==> config.mk <==
export PLATFORM = sky130hd
export DESIGN_NAME = pipe_adder
export DESIGN_NICKNAME = d
export VERILOG_FILES = /design/src/rtl/adder_pkg.sv /design/src/rtl/pipe_adder_slice.sv /design/src/rtl/pipe_adder.sv
export SDC_FILE = /design/constraint.sdc
export NUM_CORES = 1
export LEC_CHECK = 0
export ABC_AREA = 0
export CAP_MARGIN = 20
export CORE_MARGIN = 5
export CORE_UTILIZATION = 56
export DETAILED_ROUTE_END_ITERATION = 8
export PLACE_DENSITY = 0.82
export SYNTH_ARGS = -nofsm -noshare
export SYNTH_HDL_FRONTEND = slang
export SYNTH_HIERARCHICAL = 1
export SYNTH_SLANG_ARGS = --single-unit
==> constraint.sdc <==
create_clock -name clk -period 3.45 [get_ports clk]
set_input_delay 0.69 -clock clk [delete_from_list [all_inputs] [get_ports clk]]
set_output_delay 0.69 -clock clk [all_outputs]
set_load 0.01 [all_outputs]
==> src/rtl/adder_pkg.sv <==
// Shared constants and helpers for the pipelined adder.
// Default geometry and the slice-width helper live here.
package adder_pkg;

  localparam int unsigned N_DEF      = 32;
  localparam int unsigned STAGES_DEF = 4;

  function automatic int unsigned slice_w(
    input int unsigned n,
    input int unsigned s
  );
    return n / s;
  endfunction

endpackage

==> src/rtl/pipe_adder_slice.sv <==
// One W-bit ripple slice of the pipelined adder.
// c_msb is the carry entering the slice's top bit.
module add_slice #(
  parameter int unsigned W = 8
) (
  input  logic [W-1:0] a,
  input  logic [W-1:0] b,
  input  logic         cin,
  output logic [W-1:0] sum,
  output logic         cout,
  output logic         c_msb
);

  assign {cout, sum} = {1'b0, a} + {1'b0, b}
                     + {{W{1'b0}}, cin};

  // sum bit = a ^ b ^ carry-in, so the carry is recoverable
  assign c_msb = a[W-1] ^ b[W-1] ^ sum[W-1];

endmodule

==> src/rtl/pipe_adder.sv <==
// Carry-pipelined adder/subtractor, STAGES slices of N/STAGES bits.
// Operands skew forward with their carry; lower sums ride along.
module pipe_adder
  import adder_pkg::*;
#(
  parameter int unsigned N      = N_DEF,
  parameter int unsigned STAGES = STAGES_DEF
) (
  input  logic         clk,
  input  logic         rst_n,
  input  logic         in_valid,
  output logic         in_ready,
  input  logic [N-1:0] A,
  input  logic [N-1:0] B,
  input  logic         Cin,
  input  logic         sub,
  output logic         out_valid,
  input  logic         out_ready,
  output logic [N-1:0] Sum,
  output logic         Cout,
  output logic         Ovf
);

  if (STAGES < 1 || STAGES > N || (N % STAGES) != 0) begin : g_bad_cfg
    $error("pipe_adder: STAGES must divide N, 1 <= STAGES <= N");
  end

  localparam int unsigned W = slice_w(N, STAGES);

  logic              advance;
  logic [N-1:0]      a_src  [STAGES];
  logic [N-1:0]      b_src  [STAGES];
  logic [N-1:0]      s_src  [STAGES];
  logic [N-1:0]      sum_d  [STAGES];
  logic [STAGES-1:0] c_src;
  logic [STAGES-1:0] v_src;

  logic [W-1:0]      sl_sum [STAGES];
  logic [STAGES-1:0] sl_cout;
  logic              sl_cm  [STAGES];

  logic [N-1:0]      a_q    [STAGES];
  logic [N-1:0]      b_q    [STAGES];
  logic [N-1:0]      sum_q  [STAGES];
  logic [STAGES-1:0] c_q;
  logic [STAGES-1:0] v_q;
  logic              cm_q;

  always_comb begin
    advance = !v_q[STAGES-1] || out_ready;
    for (int k = 0; k < STAGES; k++) begin
      if (k == 0) begin
        a_src[k] = A;
        b_src[k] = sub ? ~B : B;
        c_src[k] = Cin ^ sub;
        v_src[k] = in_valid;
        s_src[k] = '0;
      end else begin
        a_src[k] = a_q[k-1];
        b_src[k] = b_q[k-1];
        c_src[k] = c_q[k-1];
        v_src[k] = v_q[k-1];
        s_src[k] = sum_q[k-1];
      end
      sum_d[k] = s_src[k];
      sum_d[k][k*W +: W] = sl_sum[k];
    end
  end

  for (genvar k = 0; k < STAGES; k++) begin : g_stage
    add_slice #(
      .W (W)
    ) u_slice (
      .a     (a_src[k][k*W +: W]),
      .b     (b_src[k][k*W +: W]),
      .cin   (c_src[k]),
      .sum   (sl_sum[k]),
      .cout  (sl_cout[k]),
      .c_msb (sl_cm[k])
    );
  end

  // Data only loads behind a valid bit, so bubbles never disturb Sum.
  always_ff @(posedge clk or negedge rst_n) begin
    if (!rst_n) begin
      v_q  <= '0;
      c_q  <= '0;
      cm_q <= 1'b0;
      for (int k = 0; k < STAGES; k++) begin
        a_q[k]   <= '0;
        b_q[k]   <= '0;
        sum_q[k] <= '0;
      end
    end else if (advance) begin
      for (int k = 0; k < STAGES; k++) begin
        v_q[k] <= v_src[k];
        if (v_src[k]) begin
          a_q[k]   <= a_src[k];
          b_q[k]   <= b_src[k];
          sum_q[k] <= sum_d[k];
          c_q[k]   <= sl_cout[k];
        end
      end
      if (v_src[STAGES-1]) begin
        cm_q <= sl_cm[STAGES-1];
      end
    end
  end

  assign in_ready  = advance;
  assign out_valid = v_q[STAGES-1];
  assign Sum       = sum_q[STAGES-1];
  assign Cout      = c_q[STAGES-1];
  assign Ovf       = c_q[STAGES-1] ^ cm_q;

endmodule

### Word-level counts from Yosys, hierarchy flattened

Index checks and enable logic that the tools add are counted.

* register bits after elaboration: 281
* input bits: 70
* output and inout port bits: 36
* word-level logic and storage cells: 36

* add/subtract/negate cells: 8
* muxes and demuxes: 1
* bitwise operators: 5
* reduce and logical (&&, ||, !) cells: 6

Operators with widths (count)
* $add A8 B8 Y9: 4
* $add A9 B1 Y9: 4
* $mux W32: 1
* $not A32 Y32: 1
* $reduce_and A2 Y1: 4
* $xor A1 B1 Y1: 4
* $logic_not A1 Y1: 1
* $logic_or A1 B1 Y1: 1

### Depth between registers and ports, before layout

* depth after elaboration: 4
* gate-level depth with buffers: 9
* gate-level depth less buffers: 7

### Cells and area by module

The synthesis kept the hierarchy.

Modules (own cells, without submodules)
* pipe_adder: times used 1, cells an instance 464, area each 7194.4 um^2, seq. area each 4629.4 um^2
* add_slice at g_stage[2].u_slice ...: times used 2, cells an instance 43, area each 364.1 um^2, seq. area each 0.0 um^2
* add_slice at g_stage[0].u_slice ...: times used 2, cells an instance 43, area each 345.3 um^2, seq. area each 0.0 um^2

### Worst setup path after synthesis

No wires, ideal clock.

* path kind: in2reg
* start: input sub
* end: register c_q[0]
* setup time: 125 ps
* arrival: 2701 ps
* required time: 3325 ps
* path slack: 624 ps
* stages on the path: 9
* path buffers: 2
* cell sequence: buf_2 > buf_2 > xor2_1 > fa_1 > fa_1 > a21oi_1 > o21a_1 > o21ai_0 > mux2_2

RTL lines
* start, declared: RTL line pipe_adder.sv:16 `input logic sub,`
* end signal, assigned by index: RTL line pipe_adder.sv:101 `c_q[k] <= sl_cout[k];`
* end, declared: RTL line pipe_adder.sv:45 `logic [STAGES-1:0] c_q;`

### Worst setup path after layout

* start: input out_ready
* end: output in_ready

* cells in the longest elaborated chain, start to end: 1

RTL lines
* start, declared: RTL line pipe_adder.sv:18 `input logic out_ready,`
* $logic_or A1 B1 Y1: RTL line pipe_adder.sv:50 `advance = !v_q[STAGES-1] || out_ready;`
* end, declared: RTL line pipe_adder.sv:12 `output logic in_ready,`

No other way between the ends.

==> metrics.txt <==
Highest Signal Layer met4; WL per Instance 18.3 um; Least-Margin Pin Slew 0.816 ns; ratio of cells with drive above 1 in the final layout 29.7%; Critical Path Source Type input port; IO buf count 105; vias per inst 5.73; placed instance count 906; die span in x 134 um; first-pass GRT wire length 28700 um; R2R Path Start a_q[80]$_DFFE_PN0P_; antenna cells 0; largest net degree at the start of global routing 89; Max-slew headroom 45.6%; slack of the critical path 0.793 ns; outcome finished, final reports clean; number of fillers in the final layout 1033; period utilization 77.0%; number of buffers created by CTS 17; unrepaired setup endpoints after global routing no; Final Hold Viols 0; YS warnings 6; Crit path depth 3; gr ovfl total 0; worst r2r path cells 6; Reg2Reg Setup Slack 1.11 ns; mapped cell area 8570 um2; Crit Path Max Fanout 16; fin nets 843; Hold-fix buffers, CTS 0; Max-Cap Viols 0; Worst-Skew Late Latency 0.43 ns; slowest stage cell on the critical path clkdlybuf4s50_1; CP required 2.76 ns; Vias 5374; crit-path cells clkdlybuf4s50_1 -> nand2b_4 -> clkdlybuf4s50_1; row count 45; P per Cell Area 982 nW/um2; CP Launch Point out_ready; # setup viols final 0; Setup WS pre-CTS 0.430 ns; clock tree from TritonCTS yes; I/O pin cnt 106; Synth Net Count 736; DRC violations left 0; Largest delay share family, worst path buffers and inverters; vias in the first global route 5896; Die Area 17900 um2; Resize count post-CTS 0; CTS max path bufs 2; DRT Wirelength 17200 um; FMAX 376 MHz; Initial Util 56.8%; worst reg2reg path endpoint c_q[2]$_DFFE_PN0P_; antenna viol nets, final 0; met3 wire len 711 um; Tightest Hold Check Type in -> async; Area Overhead vs Synth 21.5%; crit path capture type output port; Mapped Cells 630; setup_tns 0 ns; core footprint 15100 um2; number of DRC markers in iteration 0 295; initial antenna violation count 0; Max VDD drop 0.397 mV; design area 10400 um2; CP bufs+invs 2; Critical Path Max Stage Delay 0.58 ns; GR Util All Layers 20.3%; Final Critical Period 2.66 ns; capture point of the critical path in_ready; WL met2 8880 um; Die Y 134 um; Slew Limit Fails 0; CTS Sinks 185; crit path kind in -> out; Non-Filler Instances 938; M1 WL 7350 um; Clock transition at path regs 0.06 ns; Post-DP HPWL 12000 um; Post-CTS Setup Bufs 0; Pre-antenna DRT Iters 6; Final Skew 0.00781 ns; end-of-flow core utilization 69.0%; Root Buffer clkbuf_16; H-Tree Depth 4; crit-path most repeated cell clkdlybuf4s50_1; gpl congestion 0.843; placed instance area 9810 um2; Avg Cell Area, Syn 13.6 um2; P_leak 0.00437 uW; WP data arrival 1.97 ns
## layout by cell type (no fill, tap or decap), types with 12 or more instances in the layout
master,instances
dfrtp_1,185
xnor2_1,32
ha_1,28
nand2_1,13
xor2_1,18
a311o_1,12
mux2_2,154
a21oi_1,64
clkbuf_16,17
inv_1,14
clkdlybuf4s50_1,103
## state kept, by name, summed over array words and instances, names as in the netlist
register / cells
v_q: 4
b_q: 48
a_q: 48
cm_q: 1
s_src: 48
c_q: 4
Sum: 32
## power breakdown
| part | switching [uW] | total [uW] | internal, uW |
|---|---|---|---|
| logic | 2020 | 4500 | 2480 |
| registers | 563 | 3750 | 3190 |
| clock network | 790 | 1970 | 1180 |
## layout make-up
type,count,area [um2],share of cell area [%]
clock buffer,25,515,4.95
clock inverter,7,87.6,0.841
inverter,18,67.6,0.649
multi-input combinational,398,3700,35.6
sequential,185,4630,44.4
tap,188,235,2.26
timing repair buffer,117,1170,11.3
## metal layers
metal | vias up | track usage (%)
li1 | 2475 | -
met1 | 2750 | 25.8
met2 | 128 | 35.0
met3 | 21 | 3.70
met4 | 0 | 6.97
met5 | - | 0
## how the worst min path moves through the flow
stage / start / endpoint / cells after the start
after global routing: rst_n / s_src[0]$_DFFE_PN0P_ / 1
after global placement: v_q[2]$_DFFE_PN0P_ / v_q[3]$_DFFE_PN0P_ / 2
after CTS: rst_n / s_src[0]$_DFFE_PN0P_ / 1
after detailed placement: v_q[2]$_DFFE_PN0P_ / v_q[3]$_DFFE_PN0P_ / 2
final: rst_n / Sum[2]$_DFFE_PN0P_ / 1
after floorplan: rst_n / Sum[0]$_DFFE_PN0P_ / 0
## worst register-to-register path, delay by kind of cell, from the launching register on
kind,cells,cell delay (ns)
fa+ha+maj,2,0.94
flops,1,0.40
mux,1,0.27
compound gates,3,0.60
## per-stage QoR
| stage | total power (uW) | hold WS, ns |
|---|---|---|
| CTS | 10300 | 0.356 |
| finish | 10200 | 0.320 |
| detailed placement | 8280 | 0.483 |
| floorplan | 6880 | 0.394 |
| global placement | 7990 | 0.471 |
| global route | 10900 | 0.394 |
No activity file was read; power rests on OpenSTA's default activity.
